[config.mk]
export PLATFORM = sky130hd
export DESIGN_NAME = transmitter_block_flat
export DESIGN_NICKNAME = d
export VERILOG_FILES = /design/src/rtl/transmitter_block_pkg.sv /design/src/rtl/transmitter_block_if.sv /design/src/rtl/transmitter_block_data_gen.sv /design/src/rtl/transmitter_block.sv /design/src/flat_wrapper.sv
export SDC_FILE = /design/constraint.sdc
export NUM_CORES = 1
export LEC_CHECK = 0
export CAP_MARGIN = 30
export CORE_UTILIZATION = 35
export DETAILED_ROUTE_END_ITERATION = 16
export MAX_ROUTING_LAYER = met4
export PLACE_DENSITY = 0.64
export SYNTH_ARGS = -nofsm -noshare
export SYNTH_HDL_FRONTEND = slang
export SYNTH_SLANG_ARGS = --single-unit
[constraint.sdc]
create_clock -name clk_i -period 4.9 [get_ports clk_i]
set_clock_uncertainty 0.05 [all_clocks]
set_input_delay 0.735 -clock clk_i [delete_from_list [all_inputs] [get_ports clk_i]]
set_output_delay 0.735 -clock clk_i [all_outputs]
set_load 0.02 [all_outputs]
[src/rtl/transmitter_block_pkg.sv]
// Shared settings for the transmitter block: command encodings, default widths,
// the LFSR polynomial and the burst FSM state type.
package transmitter_block_pkg;

    localparam int ADDR_W_DEF  = 31;
    localparam int DATA_W_DEF  = 128;
    localparam int BURST_W_DEF = 11;
    localparam int PEND_W_DEF  = 16;

    localparam logic TRANS_WRITE = 1'b0;
    localparam logic TRANS_READ  = 1'b1;

    // Galois form of x^32 + x^22 + x^2 + x + 1, shifting right
    localparam logic [31:0] LFSR_POLY = 32'h8020_0003;

    typedef enum logic [1:0] {
        IDLE_S,
        WRITE_S,
        READ_S
    } trans_state_t;

    function automatic logic [31:0] lfsr_step(input logic [31:0] value);
        return value[0] ? ((value >> 1) ^ LFSR_POLY) : (value >> 1);
    endfunction

endpackage

[src/rtl/transmitter_block_if.sv]
// Command channel from the control block and the Avalon-MM master channel
// toward the memory under test.
interface trans_cmd_if import transmitter_block_pkg::*; #(
    parameter int ADDR_W = ADDR_W_DEF
);
    logic              trans_valid;
    logic              trans_type;
    logic [ADDR_W-1:0] trans_addr;
    logic              trans_ready;
    logic              trans_busy;

    modport master (output trans_valid, trans_type, trans_addr,
                    input  trans_ready, trans_busy);
    modport slave  (input  trans_valid, trans_type, trans_addr,
                    output trans_ready, trans_busy);
endinterface

interface amm_if import transmitter_block_pkg::*; #(
    parameter int ADDR_W  = ADDR_W_DEF,
    parameter int DATA_W  = DATA_W_DEF,
    parameter int BURST_W = BURST_W_DEF
);
    logic [ADDR_W-1:0]   address;
    logic                read;
    logic                write;
    logic [DATA_W-1:0]   writedata;
    logic [DATA_W/8-1:0] byteenable;
    logic [BURST_W-1:0]  burstcount;
    logic                waitrequest;
    logic                readdatavalid;

    modport master (output address, read, write, writedata, byteenable, burstcount,
                    input  waitrequest, readdatavalid);
    modport slave  (input  address, read, write, writedata, byteenable, burstcount,
                    output waitrequest, readdatavalid);
endinterface

[src/rtl/transmitter_block_data_gen.sv]
// Write-data source: fixed 32-bit pattern, or a seeded LFSR when
// TRANS_RND_DATA_EN is defined; the word is replicated across the data bus.
module transmitter_block_data_gen import transmitter_block_pkg::*; #(
    parameter int DATA_W = DATA_W_DEF
) (
    input  logic              clk_i,
    input  logic              rst_i,
    input  logic              load_i,
    input  logic [31:0]       seed_i,
    input  logic              advance_i,
    output logic [DATA_W-1:0] data_o
);

    logic [31:0] word_reg;

`ifdef TRANS_RND_DATA_EN
    // An all-zero state would lock the LFSR, so a zero seed becomes 1
    always_ff @(posedge clk_i or posedge rst_i) begin
        if (rst_i) begin
            word_reg <= '0;
        end else if (load_i) begin
            word_reg <= (seed_i == 32'h0) ? 32'h1 : seed_i;
        end else if (advance_i) begin
            word_reg <= lfsr_step(word_reg);
        end
    end
`else
    always_ff @(posedge clk_i or posedge rst_i) begin
        if (rst_i) begin
            word_reg <= '0;
        end else if (load_i) begin
            word_reg <= seed_i;
        end else if (advance_i) begin
            word_reg <= word_reg;
        end
    end
`endif

    genvar gi;
    generate
        for (gi = 0; gi < DATA_W / 32; gi++) begin : g_lane
            assign data_o[gi*32 +: 32] = word_reg;
        end
    endgenerate

endmodule

[src/rtl/transmitter_block.sv]
// Turns accepted commands into Avalon-MM bursts and tracks outstanding read beats.
// Optional random write data: define TRANS_RND_DATA_EN.
module transmitter_block import transmitter_block_pkg::*; #(
    parameter int ADDR_W  = ADDR_W_DEF,
    parameter int DATA_W  = DATA_W_DEF,
    parameter int BURST_W = BURST_W_DEF,
    parameter int PEND_W  = PEND_W_DEF
) (
    input  logic               clk_i,
    input  logic               rst_i,
    input  logic               test_start_i,
    input  logic [BURST_W-1:0] burst_len_i,
    input  logic [31:0]        data_pattern_i,
    trans_cmd_if.slave         cmd,
    amm_if.master              amm
);

    localparam int SUM_W = ((PEND_W > BURST_W) ? PEND_W : BURST_W) + 1;
    localparam logic [SUM_W-1:0]   PEND_MAX = {{(SUM_W-PEND_W){1'b0}}, {PEND_W{1'b1}}};
    localparam logic [BURST_W-1:0] ONE_BEAT = {{(BURST_W-1){1'b0}}, 1'b1};

    trans_state_t       state_reg, state_next;
    logic [BURST_W-1:0] len_reg;
    logic [BURST_W-1:0] burst_reg;
    logic [ADDR_W-1:0]  addr_reg;
    logic [BURST_W-1:0] beat_cnt_reg, beat_cnt_next;
    logic [PEND_W-1:0]  pending_reg, pending_next;
    logic               ready_reg, ready_next;
    logic               busy_reg, busy_next;
    logic               accept, write_beat, read_done, beat_ret;

    assign accept     = cmd.trans_valid && ready_reg;
    assign write_beat = (state_reg == WRITE_S) && !amm.waitrequest;
    assign read_done  = (state_reg == READ_S) && !amm.waitrequest;
    assign beat_ret   = amm.readdatavalid && (pending_reg != '0);

    always_comb begin
        state_next    = state_reg;
        beat_cnt_next = beat_cnt_reg;
        case (state_reg)
            IDLE_S: begin
                if (accept) begin
                    if (cmd.trans_type == TRANS_WRITE) begin
                        state_next = WRITE_S;
                    end else if (cmd.trans_type == TRANS_READ) begin
                        state_next = READ_S;
                    end
                end
            end
            WRITE_S: begin
                if (write_beat) begin
                    if (beat_cnt_reg == burst_reg - ONE_BEAT) begin
                        beat_cnt_next = '0;
                        state_next    = IDLE_S;
                    end else begin
                        beat_cnt_next = beat_cnt_reg + ONE_BEAT;
                    end
                end
            end
            READ_S: begin
                if (read_done) begin
                    state_next = IDLE_S;
                end
            end
            default: state_next = IDLE_S;
        endcase

        // A return coinciding with a command completion nets to +burst-1
        pending_next = pending_reg
                     + (read_done ? PEND_W'(burst_reg) : '0)
                     - (beat_ret ? PEND_W'(1) : '0);

        ready_next = (state_next == IDLE_S)
                  && ((SUM_W'(pending_next) + SUM_W'(len_reg)) <= PEND_MAX);
        busy_next  = (state_next != IDLE_S) || (pending_next != '0);
    end

    always_ff @(posedge clk_i or posedge rst_i) begin
        if (rst_i) begin
            state_reg    <= IDLE_S;
            len_reg      <= '0;
            burst_reg    <= '0;
            addr_reg     <= '0;
            beat_cnt_reg <= '0;
            pending_reg  <= '0;
            ready_reg    <= 1'b0;
            busy_reg     <= 1'b0;
        end else begin
            state_reg    <= state_next;
            beat_cnt_reg <= beat_cnt_next;
            pending_reg  <= pending_next;
            ready_reg    <= ready_next;
            busy_reg     <= busy_next;
            if (test_start_i) begin
                len_reg <= (burst_len_i == '0) ? ONE_BEAT : burst_len_i;
            end
            if (accept) begin
                burst_reg <= len_reg;
                addr_reg  <= cmd.trans_addr;
            end
        end
    end

    transmitter_block_data_gen #(.DATA_W(DATA_W)) u_data_gen (
        .clk_i     (clk_i),
        .rst_i     (rst_i),
        .load_i    (test_start_i),
        .seed_i    (data_pattern_i),
        .advance_i (write_beat),
        .data_o    (amm.writedata)
    );

    assign cmd.trans_ready = ready_reg;
    assign cmd.trans_busy  = busy_reg;
    assign amm.address     = addr_reg;
    assign amm.burstcount  = burst_reg;
    assign amm.write       = (state_reg == WRITE_S);
    assign amm.read        = (state_reg == READ_S);
    assign amm.byteenable  = '1;

endmodule
[src/flat_wrapper.sv]
// flat-port wrapper written by rule: the top's interface ports become plain ports
module transmitter_block_flat import transmitter_block_pkg::*;
#(
    parameter int ADDR_W  = ADDR_W_DEF,
    parameter int DATA_W  = DATA_W_DEF,
    parameter int BURST_W = BURST_W_DEF,
    parameter int PEND_W  = PEND_W_DEF
)
  (clk_i, rst_i, test_start_i, burst_len_i, data_pattern_i, cmd_trans_valid, cmd_trans_type, cmd_trans_addr, cmd_trans_ready, cmd_trans_busy, amm_address, amm_read, amm_write, amm_writedata, amm_byteenable, amm_burstcount, amm_waitrequest, amm_readdatavalid);
  trans_cmd_if #(.ADDR_W(ADDR_W)) cmd_i ();
  amm_if #(.ADDR_W(ADDR_W), .DATA_W(DATA_W), .BURST_W(BURST_W)) amm_i ();
  input  logic clk_i;
  input  logic rst_i;
  input  logic test_start_i;
  input  logic [BURST_W-1:0] burst_len_i;
  input  logic [31:0] data_pattern_i;
  input wire logic [$bits(cmd_i.trans_valid)-1:0] cmd_trans_valid;
  input wire logic [$bits(cmd_i.trans_type)-1:0] cmd_trans_type;
  input wire logic [$bits(cmd_i.trans_addr)-1:0] cmd_trans_addr;
  output wire logic [$bits(cmd_i.trans_ready)-1:0] cmd_trans_ready;
  output wire logic [$bits(cmd_i.trans_busy)-1:0] cmd_trans_busy;
  output wire logic [$bits(amm_i.address)-1:0] amm_address;
  output wire logic [$bits(amm_i.read)-1:0] amm_read;
  output wire logic [$bits(amm_i.write)-1:0] amm_write;
  output wire logic [$bits(amm_i.writedata)-1:0] amm_writedata;
  output wire logic [$bits(amm_i.byteenable)-1:0] amm_byteenable;
  output wire logic [$bits(amm_i.burstcount)-1:0] amm_burstcount;
  input wire logic [$bits(amm_i.waitrequest)-1:0] amm_waitrequest;
  input wire logic [$bits(amm_i.readdatavalid)-1:0] amm_readdatavalid;
  assign cmd_i.trans_valid = cmd_trans_valid;
  assign cmd_i.trans_type = cmd_trans_type;
  assign cmd_i.trans_addr = cmd_trans_addr;
  assign cmd_trans_ready = cmd_i.trans_ready;
  assign cmd_trans_busy = cmd_i.trans_busy;
  assign amm_address = amm_i.address;
  assign amm_read = amm_i.read;
  assign amm_write = amm_i.write;
  assign amm_writedata = amm_i.writedata;
  assign amm_byteenable = amm_i.byteenable;
  assign amm_burstcount = amm_i.burstcount;
  assign amm_i.waitrequest = amm_waitrequest;
  assign amm_i.readdatavalid = amm_readdatavalid;
  transmitter_block #(.ADDR_W(ADDR_W), .DATA_W(DATA_W), .BURST_W(BURST_W), .PEND_W(PEND_W)) u_core (.clk_i(clk_i), .rst_i(rst_i), .test_start_i(test_start_i), .burst_len_i(burst_len_i), .data_pattern_i(data_pattern_i), .cmd(cmd_i), .amm(amm_i));
endmodule
# [Word level (Yosys, flattened, before mapping)]
# Cells that the tools add are included.
[totals] word_cells=42 input_bits=81 memories=0 ramBits=0 out_inout_bits=190 register_bits=116 latchBits=0 mem_bits_ro=0
[op_classes] order_cmp=1 shifts=0 addsub=5 n_mux=10 bitwise_logic=0 reduce_logical=14 n_div=0 multipliers=0 eq_ne=3
[ops] op="two-way mux 11 bit" count=3
[ops] op="nonzero test 16 bit" count=2
[ops] op="adder 16 x 11 -> 17 bit" count=1
[ops] op="<= comparator 17 x 16 -> 1 bit, second input constant" count=1
[ops] op="adder 16 bit" count=1
[ops] op="subtractor 16 bit" count=1
[ops] op="adder 11 x 1 -> 11 bit, second input constant" count=1
[ops] op="equality test 11 bit" count=1
[ops] op="zero test 11 bit" count=1
[ops] op="subtractor 11 x 1 -> 11 bit, second input constant" count=1
[ops] op="two-way mux 2 bit" count=5
[ops] op="case mux 2 bit (3 select lines)" count=1
[ops] op="logical AND 1 bit" count=5
[ops] op="zero test 2 bit" count=2
[ops] op="equality test 2 x 1 -> 1 bit, second input constant" count=1
[ops] op="equality test 2 bit, second input constant" count=1
[ops] op="AND reduction 2 bit" count=1
[ops] op="nonzero test 2 bit" count=1
[ops] op="zero test 1 bit" count=1
[ops] op="logical OR 1 bit" count=1
[ops] op="two-way mux 1 bit" count=1

# [Longest topological paths before layout]
# Gate-level depths: netlist of run 1.
[depth] ltp_word=8 ltp_mapped=20 depth_no_buf=20

# [Modules after synthesis]
# Synthesis of run 1 repeated with hierarchy kept, for this count alone.
[unflattened] hier_cells=684 hier_area_um2=7349.5
[by_module_without_submodules] mod="transmitter_block" seq_area_each_um2=2102.0 cells_per_inst=519 area_per_inst_um2=5280.1 n_inst=1
[by_module_without_submodules] mod="transmitter_block_data_gen" seq_area_each_um2=800.8 cells_per_inst=165 area_per_inst_um2=2069.5 n_inst=1

# [Worst setup path before layout of run 1]
# Ideal clock, no wire load.
[synth_path] path_type="register to register" from="register u_core.state_reg[1]" to="register u_core.busy_reg, in the netlist u_core.cmd.trans_busy" period_less_slack_ps=4121 arrival_ps=3940 path_stages_with_launch=15 path_slack_ps=779 path_buffers=1 t_required_ps=4719 setup_ps=131 path_cell_list="dfrtp_1 -> nor2b_1 -> and2_1 -> clkbuf_1 -> nand2_1 -> ha_1 -> fa_1 -> nor2b_4 -> o31a_4 -> a21oi_2 -> or4_1 -> or4_1 -> nor4_2 -> nand4_1 -> or3_1"
[synth_via] elab_chain_len=7 elab_cells_between_ends=16 classes_between="2 x add/sub; 2 x eq/ne; 6 x mux; 6 x reduce/logical"
[synth_rtl] element="from (decl)" line="transmitter_block.sv:22" rtl="trans_state_t state_reg, state_next;"
[synth_rtl] element="from (signal assigned)" line="transmitter_block.sv:89" rtl="state_reg <= state_next;"
[synth_rtl] element="equality test 2 bit"
[synth_rtl] element="net amm_read" line="flat_wrapper.sv:23" rtl="output wire logic [$bits(amm_i.read)-1:0] amm_read;"
[synth_rtl] element="logical AND 1 bit" line="transmitter_block.sv:34" rtl="assign read_done = (state_reg == READ_S) && !amm.waitrequest;"
[synth_rtl] element="two-way mux 11 bit" line="transmitter_block.sv:70" rtl="+ (read_done ? PEND_W'(burst_reg) : '0)"
[synth_rtl] element="adder 16 bit" line="transmitter_block.sv:70"
[synth_rtl] element="subtractor 16 bit" line="transmitter_block.sv:71" rtl="- (beat_ret ? PEND_W'(1) : '0);"
[synth_rtl] element="net u_core.pending_next[4]" line="transmitter_block.sv:27" rtl="logic [PEND_W-1:0] pending_reg, pending_next;"
[synth_rtl] element="nonzero test 16 bit" line="transmitter_block.sv:75" rtl="busy_next = (state_next != IDLE_S) || (pending_next != '0);"
[synth_rtl] element="logical OR 1 bit" line="transmitter_block.sv:75"
[synth_rtl] element="net u_core.busy_next" line="transmitter_block.sv:29" rtl="logic busy_reg, busy_next;"
[synth_rtl] element="to (signal assigned)" line="transmitter_block.sv:93" rtl="busy_reg <= busy_next;"
[synth_rtl] element="to (decl)" line="transmitter_block.sv:29"
# The timed path passes the listed nets, and every way through them passes these cells.
# A chain may end at the register's enable or synchronous reset.

# [Final worst setup path of run 1]
[layout_path] from="register u_core.pending_reg[12]" to="register u_core.busy_reg, in the netlist u_core.cmd.trans_busy"
[layout_via] elab_chain_len=6 elab_cells_between_ends=7 classes_between="2 x add/sub; 1 x mux; 4 x reduce/logical"
[layout_rtl] element="from (decl)" line="transmitter_block.sv:27"
[layout_rtl] element="from (signal assigned)" line="transmitter_block.sv:91" rtl="pending_reg <= pending_next;"
[layout_rtl] element="nonzero test 16 bit" line="transmitter_block.sv:35" rtl="assign beat_ret = amm.readdatavalid && (pending_reg != '0);"
[layout_rtl] element="logical AND 1 bit" line="transmitter_block.sv:35"
[layout_rtl] element="two-way mux 1 bit" line="transmitter_block.sv:71"
[layout_rtl] element="subtractor 16 bit" line="transmitter_block.sv:71"
[layout_rtl] element="net u_core.pending_next[4]" line="transmitter_block.sv:27"
[layout_rtl] element="nonzero test 16 bit" line="transmitter_block.sv:75"
[layout_rtl] element="logical OR 1 bit" line="transmitter_block.sv:75"
[layout_rtl] element="net u_core.busy_next" line="transmitter_block.sv:29"
# The timed path passes the listed nets, and every way through them passes these cells.

==> results of run 1 <==
where the power goes:
| group | switching (mW) | internal (mW) |
|---|---|---|
| Clock | 0.497 | 0.814 |
| Sequential | 0.314 | 1.29 |
| Combinational | 1.71 | 1.53 |
| Total | 2.52 | 3.64 |
cell usage in the layout (no fill, tap or decap), drive strengths merged, types with 4 or more instances in the layout:
cell,instances
nor2,19
o21ai,15
nand3,7
inv,57
nor4,8
dfrtp,116
buf,8
nor3,10
xor2,13
ha,40
nand4,7
a21o,7
clkdlybuf4s50,253
xnor2,20
a31oi,4
nand2,30
nor2b,4
conb,16
mux2,82
a21oi,21
clkbuf,17
clkinv,4
worst max-delay path: stages, from the launching register on:
cell and delay, ps:
dfrtp_1 380, inv_1 80, ha_1 160, nor4b_1 390
a41oi_1 180, ha_1 300, inv_1 50, ha_1 180
inv_1 60, fa_1 430, nor2b_4 140, o31a_4 150
a21oi_2 50, or4_1 520, or4_1 490, nor4_2 140
nand4_1 110, or3_1 300
worst paths after layout:
path / start / endpoint / slack (ps) / depth (start not counted)
setup / recovery: u_core.pending_reg[12] / u_core.cmd.trans_busy / 610 / 17
hold / removal: u_core.amm.address[6] / u_core.amm.address[6] / 450 / 1
setup reg to reg: u_core.pending_reg[12] / u_core.cmd.trans_busy / 610 / 17
hold reg to reg: u_core.amm.address[6] / u_core.amm.address[6] / 450 / 1
max in group asynchronous: rst_i / u_core.len_reg[5] / 3170 / 3
min in group asynchronous: rst_i / u_core.u_data_gen.word_reg[26] / 710 / 2
routing by layer:
layer  vias to the layer above  part of all wire
met1                      2321              0.44
met5                         -                 0
li1                       2332                 -
met3                        12             0.056
met4                         0            0.0092
met2                       144              0.49
cells in the mapped netlist, drive strengths merged (2+ instances only):
master	count	area, µm²
a21oi	21	113
mux2	82	923
o21ai	15	75.1
or4	2	15.0
nand3	7	35.0
nor4b	2	17.5
nand2b	2	12.5
nand4	7	43.8
a211o	2	17.5
o211ai	2	15.0
nor2	19	71.3
nand2	30	113
ha	40	500
xor2	13	133
buf	115	852
and3	3	18.8
and2	2	12.5
inv	51	191
dfrtp	116	2900
xnor2	20	175
nor2b	4	32.5
a31oi	4	25.0
o21a	2	15.0
a21o	7	53.8
or3	2	12.5
nor3b	2	20.0
nor4	8	62.6
a41oi	2	17.5
o21bai	3	22.5
clkbuf	10	37.5
o31ai	3	22.5
a211oi	3	22.5
fa	2	40.0
nor3	10	50.1
nand3b	2	15.0
per-stage QoR:
step	worst slack, ps	hold slack [ps]	instances	power (mW)	utilization
global placement	348	437	1033	4.85	0.470
CTS	523	457	1066	6.23	0.504
finish	607	453	1066	6.16	0.504
global route	299	472	1066	6.63	0.504
floorplan	779	438	638	3.77	-
detailed placement	292	441	1034	4.87	0.471
layout make-up:
class                      instances  area [µm²]
clock inverter                    15         195
fill                            1718        9340
multi-input combinational        346        2840
tap                              260         325
timing repair buffer             261        2600
inverter                          51         194
clock buffer                      17         425
sequential                       116        2900
logic make-up after synthesis:
family / share of synthesized area
AO/OA/AOI/OAI: 0.0664
XOR/XNOR: 0.0455
AND/OR/NAND/NOR: 0.0825
flip-flops: 0.429
buffers and inverters: 0.160
adder cells (fa/ha/maj): 0.0799
multiplexers: 0.136
other: 0.000554
==> results.cfg, run 1 <==
[cts]
clk_pin_slew_ps = 60
cts_setup_buffers = 0
htree_levels = 4
cts_tree = done
cts.path.max_buffers = 2
cts_root_buffer = clkbuf_16
cts.sinks = 116
cts_resized = 0
cts_buffers = 17
clk_latency_ps = 420
cts_hold_buf = 0

[floorplanning]
die-area_um2 = 19900
rows = 50
core_um2 = 18800
pin_count = 271
dieHeight_um = 141
start_util = 0.359
die_w_um = 141

[yosys]
ys_types = 51
synth.yosys.seq_area_share = 0.429
ys.flop_type = dfrtp_1
ys_seq_elements = 116
netlist_instances = 623
netlist_area_um2 = 6770
synth_area_per_cell_um2 = 10.9
synth_edf_count = 0
ys_warn_count = 0
async_flop_share = 1.00

[worst_setup_path]
critical_path_arrival_ps = 4530
end_kind = flip-flop
cp_max_fo = 3
path_class = flip-flop to flip-flop
startpoint_type = flip-flop
required_ps = 5140

[global_routing]
gr-usage-all-layers = 0.183
gr-total-overflow = 0
gr-max-usage-layer = met2
use_met1 = 0.221
grt_max_degree = 48
met3_usage = 0.0489
first_global_vias = 4976
grt_pass1_wl_um = 27000
antenna_found_initial = 0
gr-usage-met2 = 0.296

[place]
placed_cell_area_um2 = 8870
gp_congestion = 0.846
hpwl_um = 12700
io_buffers = 254

[pwr]
powerDensity_nw_per_um2 = 650
max-vdd-ir-drop_mv = 0.342
p_leak_nw = 4.07

[sta]
period_needed_ps = 4290
worst_pin_slew_ps = 638
fin_crit_sh = 0.876
finalSetupTns_ps = 0
drv_slew = 0
slew_headroom = 0.575
final-hold-violation-count = 0
setup_violations = 0
fmax_ghz = 0.233
rsz0062_at_grt = false

[finish]
largest_reg_flops = 32
antennaDiodeCount = 0
finish.instance_area_um2 = 9490
nets = 916
final_layout_size_suffix_gt1_frac = 0.169
syn_to_final_growth_pct = 40.2

[drt]
routed_wl_um = 16800
postRouteAntennaNets = 0
num_vias = 4809
drc = 0
drt_pass1_iterations = 4
wl_per_cell_um = 15.8
drt-vias-per-instance = 4.51
initialDrtViolationCount = 147

[hold_path]
hold_path.class = flip-flop to flip-flop

[status]
status = finished clean

[flow_run]
max_cap_violations = 0
Note: power is estimated with default switching activity, not from simulation.
==> run 2: changes to the inputs <==
Settings changed: PLACE_DENSITY 0.64 to 0.63.
==> run 2 against run 1 <==
Effect of this change: total power grew 1.0%; clock power rose by 5%; largest cell class unchanged; maximum frequency is 2.5% lower; worst hold slack worse by 1.9 ps; highest routed layer unchanged; design area increased by 0.57%; global-route usage is 0.054 points lower; combinational power barely moved; cell count shrank 0.19%; core utilization up 0.29 points.
==> results.cfg, run 2 (synthesis results as in run 1) <==
[cts]
cts.sinks = 116
cts_tree = done
htree_levels = 4
cts_buffers = 17
cts_root_buffer = clkbuf_16
cts.path.max_buffers = 2
cts_hold_buf = 0
clk_pin_slew_ps = 50
clk_latency_ps = 420
cts_resized = 0
cts_setup_buffers = 0

[finish]
nFillCells = 1698
layout_common_cells = 253 x clkdlybuf4s50_1, 116 x dfrtp_1, 82 x mux2_2
nets = 914
antennaDiodeCount = 0
final_common_cell = clkdlybuf4s50_1
final_layout_size_suffix_gt1_frac = 0.167
syn_to_final_growth_pct = 41.0
largest_reg_flops = 32

[pwr]
p_switching_mw = 2.47
internal-power_mw = 3.75
pwr-share-comb = 0.521
max-vdd-ir-drop_mv = 0.296
p_sw_frac = 0.397
p_leak_nw = 4.10
powerDensity_nw_per_um2 = 652
p_clk_frac = 0.221
seq_power_share = 0.259

[drt]
drc = 0
initialDrtViolationCount = 117
postRouteAntennaNets = 0
drt-vias-per-instance = 4.61
routed_wl_um = 17100
wl_per_cell_um = 16.1
drt_pass1_iterations = 5
num_vias = 4910

[floorplanning]
pin_count = 271
die-area_um2 = 19900
dieHeight_um = 141
rows = 50
core_um2 = 18800
start_util = 0.359
die_w_um = 141

[hold_path]
holdPathStages = 1
hold-path-endpoint = u_core.amm.address[7]
hold_path.class = flip-flop to flip-flop
hold_start = u_core.amm.address[7]

[worst_setup_path]
path_class = flip-flop to flip-flop
required_ps = 5150
ff2ff_setup_slack_ps = 500
startpoint_type = flip-flop
r2r_cells = 17
end_kind = flip-flop
cp-startpoint = u_core.pending_reg[12]
r2r_start = u_core.pending_reg[12]
critical_path_arrival_ps = 4650
r2r-end = u_core.cmd.trans_busy
slowest_delay_ps = 550
cpMaxStageDelayCell = or4_1
cp_max_fo = 3
crit_chain = inv_1 > ha_1 > nor4b_1 > a41oi_1 > ha_1 > inv_1 > ha_1 > inv_1 > fa_1 > nor2b_4 > o31a_4 > a21oi_2 > or4_1 > or4_1 > nor4_2 > nand4_1 > or3_1

[sta]
final-hold-violation-count = 0
drv_slew = 0
fmax_ghz = 0.227
worst_pin_slew_ps = 620
fin_hold_ws_ps = 451
finalSetupTns_ps = 0
fin_crit_sh = 0.898
slew_headroom = 0.587
rsz0062_at_grt = false
period_needed_ps = 4400
setup_violations = 0

[global_routing]
gr-usage-all-layers = 0.183
antenna_found_initial = 0
first_global_vias = 5089
grt_max_degree = 117
gr-total-overflow = 0
grt_pass1_wl_um = 26800

[flow_run]
max_cap_violations = 0

[status]
status = finished clean

[place]
gp_congestion = 0.926
hpwl_um = 12900
io_buffers = 254
## run 2: worst max path at each step
stage / end
after floorplan: u_core.cmd.trans_busy
after global placement: u_core.cmd.trans_busy
after detailed placement: u_core.cmd.trans_busy
after CTS: u_core.cmd.trans_busy
after global routing: u_core.cmd.trans_busy
final: u_core.cmd.trans_busy
## run 2: power by group through the flow
stage	logic (mW)	clock network, mW	registers [mW]
3_3_place_gp	3.16	0	1.61
6_report	3.24	1.37	1.61
5_1_grt	3.56	1.45	1.66
4_1_cts	3.26	1.40	1.62
3_5_place_dp	3.23	0	1.63
2_1_floorplan	1.99	0	1.78
## run 2: area by class of cell
cell class	count	area, µm²	area share
clock buffers	24	522	0.0547
well taps	260	325	0.0341
inverters	51	194	0.0203
multi-input cells	346	2840	0.298
repair buffers	259	2610	0.274
clock inverters	8	143	0.0150
flip-flops and latches	116	2900	0.304
## run 2: through the flow
stage	std cells	setup slack (ps)	instance area, µm²	power, mW	utilization
after floorplan	638	779	6820	3.77	-
after global placement	1030	373	8840	4.77	0.469
after detailed placement	1031	249	8860	4.86	0.470
after CTS	1063	423	9520	6.28	0.506
after global routing	1064	211	9540	6.67	0.507
final	1064	498	9540	6.22	0.507
## run 2: metal layers
layer	global-route usage	part of all wire	vias to the layer above
met1	0.204	0.40	2415
met3	0.0554	0.063	12
met2	0.307	0.52	164
met4	0.0669	0.012	0
met5	-	0	-
li1	-	-	2319
## run 2: worst max-delay path: cells and delay by family (launching register included)
kind                     cells  cell delay [ps]
AO/OA/AOI/OAI                3              390
adder cells (fa/ha/maj)      4             1100
buffers and inverters        3              210
flip-flops                   1              370
AND/OR/NAND/NOR              7             2150
==> run 3: changes to the inputs <==
Settings changed: CTS_BUF_LIST from default to sky130_fd_sc_hd__clkbuf_2.
==> run 3 against run 2 <==
Effect of this change: maximum frequency shrank 0.23%; via count is 0.12% lower; clock power shrank 51%; sequential power about the same; combinational power is essentially flat; register-to-register slack about the same; global-route usage is 0.16 points lower; die area unchanged; non-clock buffer count unchanged; critical path type unchanged; critical endpoint unchanged.
==> results.cfg, run 3 (synthesis results as in run 1) <==
[worst_setup_path]
cpMaxStageDelayCell = or4_1
startpoint_type = flip-flop
r2r-end = u_core.cmd.trans_busy
end_kind = flip-flop
path_class = flip-flop to flip-flop
required_ps = 5410
crit_chain = inv_1 > ha_1 > nor4b_1 > a41oi_1 > ha_1 > inv_1 > ha_1 > inv_1 > fa_1 > nor2b_4 > o31a_4 > a21oi_2 > or4_1 > or4_1 > nor4_2 > nand4_1 > or3_1
r2r_start = u_core.pending_reg[12]
ff2ff_setup_slack_ps = 490
r2r_cells = 17
critical_path_arrival_ps = 4920
slowest_delay_ps = 540
cp_max_fo = 3

[place]
hpwl_um = 12900
dp_cells = 1031
io_buffers = 254
pre_cts_slack_ps = 249
gp_congestion = 0.926

[hold_path]
holdPathStages = 2
hold_path.class = input pin to flip-flop
hold_start = test_start_i
hold-path-endpoint = u_core.u_data_gen.word_reg[28]

[floorplanning]
pin_count = 271
start_util = 0.359
die_w_um = 141
core_um2 = 18800
rows = 50
dieHeight_um = 141
die-area_um2 = 19900

[finish]
nets = 914
final_common_cell = clkdlybuf4s50_1
layout_common_cells = 253 x clkdlybuf4s50_1, 116 x dfrtp_1, 82 x mux2_2
final_layout_size_suffix_gt1_frac = 0.158
final_cells = 1065
syn_to_final_growth_pct = 35.0
largest_reg_flops = 32

[pwr]
finalPower_mw = 5.51
seq_power_share = 0.291
max-vdd-ir-drop_mv = 0.293
p_sw_frac = 0.433
p_switching_mw = 2.39
pwr-share-comb = 0.587
p_leak_nw = 3.92
p_clk_frac = 0.122
powerDensity_nw_per_um2 = 603
internal-power_mw = 3.12

[drt]
num_vias = 4904
routed_wl_um = 16900
wl_per_cell_um = 15.9
drt_pass1_iterations = 4
drc = 0
initialDrtViolationCount = 172
postRouteAntennaNets = 0
drt-vias-per-instance = 4.60

[cts]
cts_buffers = 17
clk_pin_slew_ps = 160
cts_resized = 0
cts_hold_buf = 0
htree_levels = 4
cts.sinks = 116
cts_setup_buffers = 0
cts.path.max_buffers = 2
cts_root_buffer = clkbuf_2
clk_latency_ps = 660
cts_tree = done

[global_routing]
first_global_vias = 5135
gr-total-overflow = 0
antenna_found_initial = 1
gr-usage-all-layers = 0.181
grt_pass1_wl_um = 26700
grt_max_degree = 117

[sta]
fin_hold_ws_ps = 351
period_needed_ps = 4410
rsz0062_at_grt = false
worst_pin_slew_ps = 618
finalSetupTns_ps = 0
slew_headroom = 0.588
setup_violations = 0
fin_crit_sh = 0.900
drv_slew = 0
post-route-worst-setup-slack_ps = 488
fmax_ghz = 0.227
final-hold-violation-count = 0

[status]
status = finished clean

[flow_run]
max_cap_violations = 0
-- run 3: final cells by class --
class / instances / area (µm²)
Antenna cell: 1 / 2.50
Fill cell: 1745 / 9700
Multi-Input combinational cell: 346 / 2840
Clock buffer: 17 / 85.1
Timing Repair Buffer: 259 / 2610
Clock inverter: 15 / 169
Tap cell: 260 / 325
Sequential cell: 116 / 2900
Inverter: 51 / 194
-- run 3: worst max-delay path by stage --
stage,startpoint,endpoint,cells after the start
global placement,amm_waitrequest,u_core.cmd.trans_busy,16
CTS,u_core.pending_reg[12],u_core.cmd.trans_busy,17
detailed placement,amm_readdatavalid,u_core.cmd.trans_busy,16
floorplan,u_core.state_reg[1],u_core.cmd.trans_busy,14
finish,u_core.pending_reg[12],u_core.cmd.trans_busy,17
global route,u_core.pending_reg[13],u_core.cmd.trans_ready,20
-- run 3: critical path: cells and delay by family, from the launching register on --
kind	cells	cell delay [ps]
buf+inv	3	210
flops	1	410
simple gates	7	2150
fa+ha+maj	4	1090
compound gates	3	390
-- run 3: through the flow --
| stage | util | area (µm²) |
|---|---|---|
| 6_report | 0.485 | 9130 |
| 5_1_grt | 0.485 | 9130 |
| 4_1_cts | 0.484 | 9110 |
| 3_5_place_dp | 0.470 | 8860 |
| 3_3_place_gp | 0.469 | 8840 |
| 2_1_floorplan | - | 6820 |
-- run 3: metal layers --
| layer | share of wire | track usage |
|---|---|---|
| met1 | 0.41 | 0.200 |
| met2 | 0.52 | 0.308 |
| met3 | 0.058 | 0.0520 |
| met4 | 0.014 | 0.0698 |
| met5 | 0 | - |
-- run 3: power groups by stage --
| stage | clock network, mW | registers [mW] | logic, mW |
|---|---|---|---|
| 4_1_cts | 0.707 | 1.61 | 3.26 |
| 3_3_place_gp | 0 | 1.61 | 3.16 |
| 5_1_grt | 0.750 | 1.65 | 3.56 |
| 6_report | 0.674 | 1.60 | 3.23 |
| 2_1_floorplan | 0 | 1.78 | 1.99 |
| 3_5_place_dp | 0 | 1.63 | 3.23 |
